### src/rtl/tl_buffer_param.sv
// rtl/tl_buffer_param.sv - five-channel TileLink buffer built from independent parameterised FIFO queues
// Each channel has its own depth; FLOW adds empty-queue bypass, PIPE lets a full queue accept while draining.

module tl_buffer_queue #(
  parameter int DEPTH = 2,
  parameter int WIDTH = 8,
  parameter int FLOW  = 0,
  parameter int PIPE  = 0
) (
  input  logic             clock,
  input  logic             reset,
  input  logic             i_enq_valid,
  input  logic [WIDTH-1:0] i_enq_bits,
  output logic             o_enq_ready,
  output logic             o_deq_valid,
  output logic [WIDTH-1:0] o_deq_bits,
  input  logic             i_deq_ready
);

  generate
    if (DEPTH == 0) begin : g_wire
      assign o_deq_valid = i_enq_valid;
      assign o_deq_bits  = i_enq_bits;
      assign o_enq_ready = i_deq_ready;
    end else begin : g_fifo
      localparam int PW = (DEPTH > 1) ? $clog2(DEPTH) : 1;
      localparam int CW = $clog2(DEPTH + 1);

      logic [WIDTH-1:0] r_mem [DEPTH];
      logic [PW-1:0]    r_wptr;
      logic [PW-1:0]    r_rptr;
      logic [CW-1:0]    r_count;

      logic w_empty;
      logic w_full;
      logic w_do_enq;
      logic w_do_deq;
      logic w_bypass;
      logic w_wr;
      logic w_rd;

      assign w_empty = (r_count == '0);
      assign w_full  = (r_count == CW'(DEPTH));

      assign o_enq_ready = !w_full || ((PIPE != 0) && i_deq_ready);
      assign o_deq_valid = !w_empty || ((FLOW != 0) && i_enq_valid);
      assign o_deq_bits  = ((FLOW != 0) && w_empty) ? i_enq_bits : r_mem[r_rptr];

      assign w_do_enq = i_enq_valid && o_enq_ready;
      assign w_do_deq = o_deq_valid && i_deq_ready;
      // A beat that bypasses an empty queue leaves no trace in storage.
      assign w_bypass = (FLOW != 0) && w_empty && w_do_deq;
      assign w_wr     = w_do_enq && !w_bypass;
      assign w_rd     = w_do_deq && !w_bypass;

      always_ff @(posedge clock or negedge reset) begin
        if (!reset) begin
          r_wptr  <= '0;
          r_rptr  <= '0;
          r_count <= '0;
        end else begin
          if (w_wr) begin
            r_wptr <= (r_wptr == PW'(DEPTH - 1)) ? '0 : r_wptr + 1'b1;
          end
          if (w_rd) begin
            r_rptr <= (r_rptr == PW'(DEPTH - 1)) ? '0 : r_rptr + 1'b1;
          end
          if (w_wr && !w_rd) begin
            r_count <= r_count + 1'b1;
          end else if (!w_wr && w_rd) begin
            r_count <= r_count - 1'b1;
          end
        end
      end

      always_ff @(posedge clock) begin
        if (w_wr) begin
          r_mem[r_wptr] <= i_enq_bits;
        end
      end
    end
  endgenerate

endmodule

module tl_buffer_param #(
  parameter int A_DEPTH = 2,
  parameter int B_DEPTH = 2,
  parameter int C_DEPTH = 2,
  parameter int D_DEPTH = 2,
  parameter int E_DEPTH = 2,
  parameter int FLOW    = 0,
  parameter int PIPE    = 0
) (
  input  logic         clock,
  input  logic         reset,
  input  logic         in_a_valid,
  input  logic [115:0] in_a_bits,
  output logic         in_a_ready,
  output logic         out_a_valid,
  output logic [115:0] out_a_bits,
  input  logic         out_a_ready,
  input  logic         out_b_valid,
  input  logic [51:0]  out_b_bits,
  output logic         out_b_ready,
  output logic         in_b_valid,
  output logic [51:0]  in_b_bits,
  input  logic         in_b_ready,
  input  logic         in_c_valid,
  input  logic [107:0] in_c_bits,
  output logic         in_c_ready,
  output logic         out_c_valid,
  output logic [107:0] out_c_bits,
  input  logic         out_c_ready,
  input  logic         out_d_valid,
  input  logic [79:0]  out_d_bits,
  output logic         out_d_ready,
  output logic         in_d_valid,
  output logic [79:0]  in_d_bits,
  input  logic         in_d_ready,
  input  logic         in_e_valid,
  input  logic [2:0]   in_e_bits,
  output logic         in_e_ready,
  output logic         out_e_valid,
  output logic [2:0]   out_e_bits,
  input  logic         out_e_ready
);

  // A, C, E flow client->manager; B, D flow manager->client.
  tl_buffer_queue #(.DEPTH(A_DEPTH), .WIDTH(116), .FLOW(FLOW), .PIPE(PIPE)) u_a (
    .clock(clock), .reset(reset),
    .i_enq_valid(in_a_valid), .i_enq_bits(in_a_bits), .o_enq_ready(in_a_ready),
    .o_deq_valid(out_a_valid), .o_deq_bits(out_a_bits), .i_deq_ready(out_a_ready)
  );

  tl_buffer_queue #(.DEPTH(B_DEPTH), .WIDTH(52), .FLOW(FLOW), .PIPE(PIPE)) u_b (
    .clock(clock), .reset(reset),
    .i_enq_valid(out_b_valid), .i_enq_bits(out_b_bits), .o_enq_ready(out_b_ready),
    .o_deq_valid(in_b_valid), .o_deq_bits(in_b_bits), .i_deq_ready(in_b_ready)
  );

  tl_buffer_queue #(.DEPTH(C_DEPTH), .WIDTH(108), .FLOW(FLOW), .PIPE(PIPE)) u_c (
    .clock(clock), .reset(reset),
    .i_enq_valid(in_c_valid), .i_enq_bits(in_c_bits), .o_enq_ready(in_c_ready),
    .o_deq_valid(out_c_valid), .o_deq_bits(out_c_bits), .i_deq_ready(out_c_ready)
  );

  tl_buffer_queue #(.DEPTH(D_DEPTH), .WIDTH(80), .FLOW(FLOW), .PIPE(PIPE)) u_d (
    .clock(clock), .reset(reset),
    .i_enq_valid(out_d_valid), .i_enq_bits(out_d_bits), .o_enq_ready(out_d_ready),
    .o_deq_valid(in_d_valid), .o_deq_bits(in_d_bits), .i_deq_ready(in_d_ready)
  );

  tl_buffer_queue #(.DEPTH(E_DEPTH), .WIDTH(3), .FLOW(FLOW), .PIPE(PIPE)) u_e (
    .clock(clock), .reset(reset),
    .i_enq_valid(in_e_valid), .i_enq_bits(in_e_bits), .o_enq_ready(in_e_ready),
    .o_deq_valid(out_e_valid), .o_deq_bits(out_e_bits), .i_deq_ready(out_e_ready)
  );

endmodule

### config.mk
export PLATFORM = sky130hd
export DESIGN_NAME = tl_buffer_param
export DESIGN_NICKNAME = d
export VERILOG_FILES = /design/src/rtl/tl_buffer_param.sv
export SDC_FILE = /design/constraint.sdc
export NUM_CORES = 1
export LEC_CHECK = 0
export BUFFER_PORTS_ARGS = -buffer_cell sky130_fd_sc_hd__buf_2
export CAP_MARGIN = 20
export CORE_AREA = 4 4 284 286
export DETAILED_ROUTE_END_ITERATION = 10
export DIE_AREA = 0 0 288 290
export MAX_ROUTING_LAYER = met4
export SLEW_MARGIN = 20
export SYNTH_ARGS = -nofsm -noshare
export SYNTH_HDL_FRONTEND = slang
export SYNTH_SLANG_ARGS = --single-unit
### constraint.sdc
create_clock -name clock -period 13.9 [get_ports clock]
set_input_delay 1.39 -clock clock [delete_from_list [all_inputs] [get_ports clock]]
set_output_delay 1.39 -clock clock [all_outputs]
set_load 0.1 [all_outputs]
=== After elaboration in Yosys (flattened, before gate mapping) ===
Memory sizes are Yosys's and may differ from the RTL's.
Cells that the tools add are included.

* $lt $le $gt $ge: 0
* Shift operators: 0
* Add/subtract/negate cells: 20
* Equal/unequal tests: 5
* Divide/modulo/power cells: 0
* Reduce and logical (&&, ||, !) cells: 50
* Mux-type cells: 30
* Bitwise operators: 0
* $mul: 0

{| class="wikitable"
|+ Operators with widths
! cell !! number
|-
| logical AND 1 bit || 20
|-
| zero test 1 bit || 20
|-
| 2-to-1 mux 1 bit || 20
|-
| 2-to-1 mux 2 bit || 10
|-
| adder 1 bit (second input constant) || 10
|-
| adder 2 x 1 -> 2 bit (second input constant) || 5
|-
| == test 2 bit (second input constant) || 5
|-
| zero test 2 bit || 5
|-
| nonzero test 2 bit || 5
|-
| subtractor 2 x 1 -> 2 bit (second input constant) || 5
|}

* Logic and storage cells: 125
* Output and inout port bits: 369
* Latch bits: 0
* Bits in read-only memories: 0
* Memories: 5
* Flip-flop bits (word level): 20
* Memory bits (writable): 718

{| class="wikitable"
|+ Memory list
! memory !! depth !! bits a word !! read ports !! clocked after memory_dff !! write ports !! line !! source
|-
| u_a.g_fifo.r_mem || 2 || 116 || 1 || 0 || 1 || 29 || <nowiki>logic [WIDTH-1:0] r_mem [DEPTH];</nowiki>
|-
| u_c.g_fifo.r_mem || 2 || 108 || 1 || 0 || 1 || 29 ||
|-
| u_d.g_fifo.r_mem || 2 || 80 || 1 || 0 || 1 || 29 ||
|-
| u_b.g_fifo.r_mem || 2 || 52 || 1 || 0 || 1 || 29 ||
|-
| u_e.g_fifo.r_mem || 2 || 3 || 1 || 0 || 1 || 29 ||
|}

=== Longest topological paths before layout ===
Gate-level depths: netlist of run 1.

* Word-level depth: 7
* Mapped depth: 7
* Mapped depth without buffers: 7

=== Modules after synthesis ===
A second synthesis of run 1 with hierarchy kept.

* Cells, all modules: 1207
* Area total of the unflattened synthesis: 27679.0 µm²

{| class="wikitable"
|+ By module, submodules not included
! module !! instances !! area an instance (µm²) !! cells each !! seq. area each (µm²)
|-
| tl_buffer_queue (u_a) || 1 || 8675.8 || 379 || 7066.8
|-
| tl_buffer_queue (u_c) || 1 || 8012.7 || 354 || 6586.3
|-
| tl_buffer_queue (u_d) || 1 || 6367.4 || 267 || 4904.7
|-
| tl_buffer_queue (u_b) || 1 || 4197.8 || 180 || 3223.1
|-
| tl_buffer_queue (u_e) || 1 || 425.4 || 27 || 280.3
|}

=== Worst setup path before layout of run 1 ===
No wires, ideal clock.

* Path type: input port to flip-flop
* Start: in in_a_valid
* End: mem u_a.g_fifo.r_mem[0][0], enable pin
* Slack: 6950 ps
* Stages: 2
* Buffers on the path: 0
* Setup time: 593 ps
* Arrival time: 6358 ps
* Required time: 13307 ps
* Cells stage by stage: nand2_1 -> nor2_1

* Word-level cells in the longest chain between the ends: 3

{| class="wikitable"
|+ RTL lines
! element !! line !! source
|-
| from (decl) || 97 || <nowiki>input logic in_a_valid,</nowiki>
|-
| logical AND 1 bit || 49 || <nowiki>assign w_do_enq = i_enq_valid && o_enq_ready;</nowiki>
|-
| 2-to-1 mux 1 bit || 77 || <nowiki>if (w_wr) begin</nowiki>
|-
| 2-to-1 mux 1 bit (not written as such) || 78 || <nowiki>r_mem[r_wptr] <= i_enq_bits;</nowiki>
|-
| to (decl) || 29 ||
|}

Every way passes these cells.

=== Worst setup path after layout of run 1 ===
* Start: reg u_a.g_fifo.r_rptr
* End: out out_a_bits[56]

* Word-level cells in the longest chain between the ends: 1

{| class="wikitable"
|+ RTL lines
! element !! line !! source
|-
| from (decl) || 31 || <nowiki>logic [PW-1:0] r_rptr;</nowiki>
|-
| from (signal assigned) || 66 || <nowiki>r_rptr <= (r_rptr == PW'(DEPTH - 1)) ? '0 : r_rptr + 1'b1;</nowiki>
|-
| memory (2 x 116 bit) || -- ||
|-
| to (decl) || 101 || <nowiki>output logic [115:0] out_a_bits,</nowiki>
|}

Every way passes these cells.

==> impl_metrics.toml, run 1 <==
[synth]
ys_warn_count = 0
syn-cell-area_mm2 = 0.0270
synth-main-ff-cell = "edfxtp_1"
synth_nets = 1583
netlist_instances = 1207
async_reset_ff_frac = 0.0271
synth-edff-count = 718
syn_area_per_cell_um2 = 22.4
synth_cell_types = 16
synth-seq-cells = 738
ys_seq_area_frac = 0.817

[layout]
drive_gt1_frac = 0.605
nFillCells = 6950
mostFrequentLayoutCells = "739 x buf_2, 718 x edfxtp_1, 319 x mux2_2, 81 x clkbuf_16, 40 x mux2_4"
syn2layout_area_growth_pct = 28.7
final_area_mm2 = 0.0348
fin_nets = 2379
final_common_cell = "buf_2"

[floorplan]
die_h_um = 290
die_x_um = 288
core_area_mm2 = 0.0784
die_area_mm2 = 0.0835
rows = 103
ios = 740
start_util = 0.345

[global_routing]
grt_overflow_total = 0
grt_max_degree = 81
grtUsageTotal = 0.160
antenna_found_initial = 27
grt_first_pass_wirelength_um = 97500
grt_pass1_vias = 15300

[critical_path]
cpLargestDelayFamily = "buffers and inverters"
slowest_stage = "buf_4"
ff2ff_path_depth = 6
worstSetupStartpointType = "flip-flop"
crit_cells = 3
critPathBufInv = 2
cp.arrival_ns = 3.26
end_kind = "primary output"
critPathMaxFanout = 75
worstSetupPathType = "reg -> out"
path_cells = "buf_4 > mux2_2 > buf_2"
worstPathRequired_ns = 12.51
cpPeakStageDelay_ns = 0.87

[clock_network]
clk_path_buf_depth = 3
cts_inserted_buffers = 79
cts_setup_buffers = 0
cts.sinks = 738
holdBufCountCts = 0
clk_pin_slew_ns = 0.05
cts_tree = "yes"
cts-root-buf = "clkbuf_16"
clk_latency_ns = 0.61
cts_max_level = 3
cts_resized = 0

[worst_hold_path]
min_path_cells = 1
holdCritPathClass = "reg -> reg"

[detailed_routing]
wl_per_cell_um = 21.5
antenna_left = 0
drt-initial-drc-count = 696
drt-pass1-iter-count = 5
totalWireLength_um = 67600
drc = 0
routed_via_density = 4.47
via_count = 14100

[timing]
rsz0062_at_grt = "false"
slew_violations = 0
min_period_ns = 4.65
hold_violations = 0
slew_headroom = 0.283
fin_crit_sh = 0.334
worst_pin_slew_ns = 1.08
skew_ns = 0.0336
setup_viol = 0
tns_ns = 0
max_freq_ghz = 0.215

[outcome]
outcome = "finished clean"

[placement]
placed_area_mm2 = 0.0319
hpwl_um = 49100
gp_congestion = 0.951
numPortBuffers = 739

[job]
drv_cap = 0
-- flip-flops by register name (all words and copies together), names as in the netlist, 6 cells and up --
register          cells
u_a.g_fifo.r_mem    232
u_b.g_fifo.r_mem    104
u_c.g_fifo.r_mem    216
u_d.g_fifo.r_mem    160
u_e.g_fifo.r_mem      6
-- layer usage --
| layer | wire length [um] | vias up | track usage |
|---|---|---|---|
| li1 | - | 6428 | - |
| met1 | 23700 | 7027 | 0.165 |
| met2 | 36300 | 503 | 0.284 |
| met3 | 5480 | 118 | 0.0493 |
| met4 | 2120 | 0 | 0.0639 |
| met5 | 0 | - | - |
-- synth_stat cells, types with 8 or more instances --
cell      instances  share of area
buf_6             8         0.0033
nor2_1           10         0.0014
buf_4            12         0.0033
edfxtp_1        718           0.80
nand2_1          10         0.0014
dfrtp_1          20          0.019
buf_2            20         0.0037
xor2_1           10         0.0032
mux2_4           40          0.022
xnor2_1          15         0.0049
mux2_2          319           0.13
-- final timing paths --
path	start	to	slack, ns
min	u_d.g_fifo.r_count[1]$_DFFE_PN0P_	u_d.g_fifo.r_count[1]$_DFFE_PN0P_	0.49
min in group asynchronous	reset	u_c.g_fifo.r_count[1]$_DFFE_PN0P_	0.73
max reg2reg	u_a.g_fifo.r_count[0]$_DFFE_PN0P_	u_a.g_fifo.r_mem[0][79]$_DFFE_PP_	11.07
max	u_a.g_fifo.r_rptr$_DFFE_PN0P_	out_a_bits[56]	9.25
min reg2reg	u_d.g_fifo.r_count[1]$_DFFE_PN0P_	u_d.g_fifo.r_count[1]$_DFFE_PN0P_	0.49
max in group asynchronous	reset	u_d.g_fifo.r_rptr$_DFFE_PN0P_	12.79
-- layout make-up --
class                      count  area (um^2)  share of cell area
multi-input combinational    424         4690               0.135
clock buffer                  97         2090              0.0600
timing repair buffer         755         3860               0.111
antenna                       28         70.1             0.00202
tap                         1050         1310              0.0378
inverter                       5         18.8            0.000540
clock inverter                49          648              0.0186
sequential                   738        22100               0.635
-- through the flow --
| step | std cells | utilization | hold slack, ns | setup slack [ns] |
|---|---|---|---|---|
| global placement | 2970 | 0.407 | 0.471 | 9.90 |
| CTS | 3116 | 0.442 | 0.493 | 9.15 |
| finish | 3146 | 0.444 | 0.486 | 9.25 |
| detailed placement | 2970 | 0.407 | 0.485 | 9.83 |
| global route | 3144 | 0.444 | 0.520 | 9.07 |
| floorplan | 1207 | - | 0.456 | 6.95 |
-- logic make-up (layout without fill, tap and decap cells) --
group,Yosys count,after routing,share of synthesized area
xor+xnor,25,25,0.00811
other cells,0,28,0
flops,738,738,0.817
buf+inv,45,906,0.0111
mux,359,359,0.155
fa+ha+maj,5,5,0.00232
simple gates,35,35,0.00626
Power of run 1 is left out: the tool's default activity adds up to more than one toggle a clock period on the data nets, which glitch-free logic cannot reach.
==> run 2: changes to the inputs <==
--- a/config.mk
+++ b/config.mk
@@ -7,9 +7,9 @@
 export LEC_CHECK = 0
 export BUFFER_PORTS_ARGS = -buffer_cell sky130_fd_sc_hd__buf_2
 export CAP_MARGIN = 20
-export CORE_AREA = 4 4 284 286
+export CORE_AREA = 4 4 283 285
 export DETAILED_ROUTE_END_ITERATION = 10
-export DIE_AREA = 0 0 288 290
+export DIE_AREA = 0 0 287 289
 export MAX_ROUTING_LAYER = met4
 export SLEW_MARGIN = 20
 export SYNTH_ARGS = -nofsm -noshare
==> constraint.sdc (replaced) <==
create_clock -name clock -period 3.81 [get_ports clock]
set_input_delay 0.381 -clock clock [delete_from_list [all_inputs] [get_ports clock]]
set_output_delay 0.381 -clock clock [all_outputs]
set_load 0.1 [all_outputs]
==> run 2 against run 1 <==
  * Sequential share of layout area shrank 5.5 points
  * Routed wire length grew 4.4%
  * Register-to-register slack lost 9.5 ns
  * Non-clock buffer count grew 362
  * Core utilization grew 4.8 points
  * Hold slack lost 0.43 ns
  * Via count grew 11%
  * Cell area grew 9.5%
  * First-iteration DRC count grew 12%
  * Die area shrank 0.69%
  * Critical path type unchanged
  * Critical endpoint is now out_c_bits[26]
  * Largest cell class unchanged
==> impl_metrics.toml, run 2 (synthesis results as in run 1) <==
[critical_path]
rrSetupSlack_ns = 1.57
end_kind = "primary output"
rr_endpoint = "u_a.g_fifo.r_mem[0][61]$_DFFE_PP_"
cp.arrival_ns = 2.68
ff2ff_path_depth = 4
worstSetupStartpointType = "flip-flop"
worstSetupPathType = "reg -> out"
worstPathRequired_ns = 3.43
critPathMaxFanout = 58
timing.rr.start = "u_a.g_fifo.r_count[0]$_DFFE_PN0P_"

[floorplan]
core_area_mm2 = 0.0773
die_area_mm2 = 0.0829
die_h_um = 289
rows = 102
start_util = 0.349
die_x_um = 287
ios = 740

[timing]
max_freq_ghz = 0.326
slew_violations = 0
slew_headroom = 0.402
fin_crit_sh = 0.805
rsz0062_at_grt = "false"
fin_hold_ws_ns = 0.0598
hold_violations = 0
setup_viol = 0
min_period_ns = 3.07
worst_pin_slew_ns = 0.896
tns_ns = 0
skew_ns = 0.0170

[placement]
gp_congestion = 0.858
placed_area_mm2 = 0.0320
numPortBuffers = 739
hpwl_um = 49100

[detailed_routing]
drc = 0
drt-pass1-iter-count = 7
totalWireLength_um = 70500
drt-initial-drc-count = 782
routed_via_density = 4.50
antenna_left = 0
via_count = 15600
wl_per_cell_um = 20.3

[global_routing]
grt_first_pass_wirelength_um = 102000
antenna_found_initial = 8
use_met3 = 0.0511
grtUsageTotal = 0.166
grt_util_met2 = 0.293
grt_max_degree = 107
grt_overflow_total = 0
grt_pass1_vias = 17200
grt.busiest_layer = "met2"
gr-usage-met1 = 0.170

[layout]
multiInputGateArea_mm2 = 0.00469
register_area_mm2 = 0.0221
largest_reg_flops = 232
syn2layout_area_growth_pct = 40.9
mostFrequentLayoutCells = "739 x buf_2, 718 x edfxtp_1, 357 x dlygate4sd3_1, 319 x mux2_2, 80 x clkbuf_16"
top_regs = "u_a.g_fifo.r_mem (232), u_c.g_fifo.r_mem (216), u_d.g_fifo.r_mem (160)"
final_common_cell = "buf_2"
drive_gt1_frac = 0.514
regMostFlops = "u_a.g_fifo.r_mem"
fin_nets = 2739
nFillCells = 6457
final_area_mm2 = 0.0380

[job]
drv_cap = 0

[clock_network]
cts_max_level = 3
cts_inserted_buffers = 77
clk_path_buf_depth = 3
cts_tree = "yes"
clk_latency_ns = 0.61
cts_setup_buffers = 0
cts-root-buf = "clkbuf_16"
cts.sinks = 738
clk_pin_slew_ns = 0.06
cts_resized = 0
holdBufCountCts = 357

[worst_hold_path]
min_path_cells = 3
worstHoldStart = "in_d_ready"
hold_path_end = "u_d.g_fifo.r_rptr$_DFFE_PN0P_"
holdCritPathClass = "in -> reg"

[outcome]
outcome = "finished clean"
==> run 2: cell count changes in the layout (fill, tap and decap cells not counted), sizes merged <==
cell         delta
clkinv          -3
bufinv          -9
clkbuf          +2
diode          -20
buf             +5
dlygate4sd3   +357
==> run 2: cell type report <==
cell class / count / share of cell area
flip-flops and latches: 738 / 0.580
clock buffers: 99 / 0.0548
repair buffers: 1117 / 0.198
multi-input cells: 424 / 0.123
well taps: 1040 / 0.0342
clock inverters: 37 / 0.00868
diodes: 8 / 0.000526
inverters: 5 / 0.000493
==> run 2: how the worst max path moves through the flow <==
stage,from,to,slack [ns],cells past startpoint
final,u_c.g_fifo.r_rptr$_DFFE_PN0P_,out_c_bits[26],0.74,3
after global routing,u_c.g_fifo.r_rptr$_DFFE_PN0P_,out_c_bits[27],0.61,3
after CTS,u_c.g_fifo.r_rptr$_DFFE_PN0P_,out_c_bits[107],0.69,3
after detailed placement,u_c.g_fifo.r_rptr$_DFFE_PN0P_,out_c_bits[107],1.37,3
after global placement,u_c.g_fifo.r_rptr$_DFFE_PN0P_,out_c_bits[54],1.40,3
after floorplan,u_d.g_fifo.r_count[0]$_DFFE_PN0P_,u_d.g_fifo.r_mem[1][0]$_DFFE_PP_,0.11,2
==> run 2: critical path: stages, from the launching register on <==
cell,delay [ns]
dfrtp_4,0.95
buf_12,0.36
mux2_2,0.39
buf_2,0.29
==> run 2: layer usage <==
layer / routed length [um] / vias to the layer above / part of all wire
met5: 0 / - / 0
met4: 3200 / 0 / 0.045
met3: 5040 / 168 / 0.071
met1: 24900 / 7744 / 0.35
li1: - / 7115 / -
met2: 37400 / 584 / 0.53
==> run 2: stage by stage <==
| step | worst slack, ns | std cells | utilization |
|---|---|---|---|
| after global placement | 1.40 | 2967 | 0.414 |
| after detailed placement | 1.37 | 2967 | 0.414 |
| after floorplan | 0.110 | 1207 | - |
| after CTS | 0.694 | 3460 | 0.492 |
| final | 0.744 | 3468 | 0.492 |
| after global routing | 0.607 | 3468 | 0.492 |
Power of run 2 is left out for the same reason.
==> run 3: changes to the inputs <==
==> constraint.sdc (replaced) <==
create_clock -name clock -period 2.75 [get_ports clock]
set_input_delay 0.275 -clock clock [delete_from_list [all_inputs] [get_ports clock]]
set_output_delay 0.275 -clock clock [all_outputs]
set_load 0.1 [all_outputs]
==> run 3 against run 2 <==
  * Core utilization rose by 0.67 points
  * Sequential share of layout area fell by 0.78 points
  * Via count increased by 1.6%
  * Non-clock buffer count up 37
  * Worst setup slack worse by 0.61 ns
  * Clock skew grew 0.021 ns
  * Flip-flop and latch count unchanged
  * Critical endpoint is now out_a_bits[105]
  * Cell area is 1.4% higher
  * First-iteration DRC count shrank 2.8%
  * Hold slack gained 0.16 ns
  * Global-route usage rose by 0.38 points
==> impl_metrics.toml, run 3 (synthesis results as in run 1) <==
[global_routing]
antenna_found_initial = 8
gr-usage-met1 = 0.182
grt_overflow_total = 0
use_met3 = 0.0454
grt_util_met2 = 0.297
grt_first_pass_wirelength_um = 104000
grt_max_degree = 53
grt_pass1_vias = 17500
grt.busiest_layer = "met2"
grtUsageTotal = 0.170

[critical_path]
path_cells = "buf_12 > mux2_2 > buf_2"
worstSetupStartpointType = "flip-flop"
critPathBufInv = 2
cp.arrival_ns = 2.35
worstSetupPathType = "reg -> out"
cpPeakStageDelay_ns = 0.68
rrSetupSlack_ns = 0.87
cpLargestDelayFamily = "flip-flops"
critPathMaxFanout = 33
worstPathRequired_ns = 2.48
end_kind = "primary output"
rr_endpoint = "u_c.g_fifo.r_mem[0][29]$_DFFE_PP_"
ff2ff_path_depth = 4
slowest_stage = "dfrtp_4"
timing.rr.start = "u_c.g_fifo.r_count[0]$_DFFE_PN0P_"

[layout]
syn2layout_area_growth_pct = 42.8
fin_nets = 2776
regMostFlops = "u_a.g_fifo.r_mem"
top_regs = "u_a.g_fifo.r_mem (232), u_c.g_fifo.r_mem (216), u_d.g_fifo.r_mem (160)"
drive_gt1_frac = 0.516
mostFrequentLayoutCells = "739 x buf_2, 718 x edfxtp_1, 370 x dlygate4sd3_1, 319 x mux2_2, 77 x clkbuf_16"
largest_reg_flops = 232
final_common_cell = "buf_2"

[timing]
hold_violations = 0
finalWorstSetupSlack_ns = 0.130
worst_pin_slew_ns = 0.741
setup_viol = 0
min_period_ns = 2.62
slew_headroom = 0.506
rsz0062_at_grt = "false"
slew_violations = 0
tns_ns = 0
fin_crit_sh = 0.953
max_freq_ghz = 0.382
skew_ns = 0.0380

[outcome]
outcome = "finished clean"

[placement]
place_ws_ns = 0.762
numPortBuffers = 739
gp_congestion = 0.842
hpwl_um = 50300

[floorplan]
core_area_mm2 = 0.0773
die_x_um = 287
die_h_um = 289
rows = 102
die_area_mm2 = 0.0829
start_util = 0.349
ios = 740

[clock_network]
holdBufCountCts = 370
clk_latency_ns = 0.61
cts.sinks = 738
cts_tree = "yes"
cts_max_level = 3
cts_inserted_buffers = 77
clk_path_buf_depth = 3
cts_setup_buffers = 0
cts_resized = 0
clk_pin_slew_ns = 0.06
cts-root-buf = "clkbuf_16"

[detailed_routing]
wl_per_cell_um = 20.5
totalWireLength_um = 72000
antenna_left = 0
drc = 0
routed_via_density = 4.52
drt-initial-drc-count = 760
via_count = 15900
drt-pass1-iter-count = 5

[job]
drv_cap = 0

[worst_hold_path]
holdCritPathClass = "in -> async"
run 3: worst max path at each step:
| stage | start | to | slack (ns) | depth (start not counted) |
|---|---|---|---|---|
| floorplan | u_a.g_fifo.r_count[0]$_DFFE_PN0P_ | u_a.g_fifo.r_mem[0][0]$_DFFE_PP_ | -0.24 | 3 |
| global placement | u_a.g_fifo.r_count[0]$_DFFE_PN0P_ | u_a.g_fifo.r_mem[0][72]$_DFFE_PP_ | 0.74 | 4 |
| detailed placement | u_a.g_fifo.r_rptr$_DFFE_PN0P_ | out_a_bits[105] | 0.76 | 3 |
| CTS | u_a.g_fifo.r_rptr$_DFFE_PN0P_ | out_a_bits[105] | 0.08 | 3 |
| global route | u_a.g_fifo.r_rptr$_DFFE_PN0P_ | out_a_bits[13] | 0.06 | 3 |
| finish | u_a.g_fifo.r_rptr$_DFFE_PN0P_ | out_a_bits[105] | 0.13 | 3 |
run 3: final cells by class:
class                   instances  area, um^2
well taps                    1040        1300
fillers                      6386       38800
clock buffers                 100        2010
flip-flops and latches        738       22100
inverters                       5        18.8
multi-input cells             424        4730
repair buffers               1154        8040
clock inverters                37         374
diodes                          8        20.0
run 3: through the flow:
step | instance area (um^2) | std cells | hold WS (ns) | utilization
2_1_floorplan | 27100 | 1207 | -0.0206 | -
3_3_place_gp | 32500 | 2991 | 0.300 | 0.420
3_5_place_dp | 32500 | 2991 | 0.302 | 0.420
4_1_cts | 38500 | 3498 | 0.153 | 0.498
5_1_grt | 38600 | 3506 | 0.222 | 0.499
6_report | 38600 | 3506 | 0.218 | 0.499
run 3: layer usage:
| metal | up-vias | share of wire |
|---|---|---|
| met3 | 178 | 0.066 |
| met1 | 7902 | 0.36 |
| met2 | 585 | 0.53 |
| li1 | 7188 | - |
| met4 | 0 | 0.047 |
| met5 | - | 0 |
Power of run 3 is left out for the same reason.
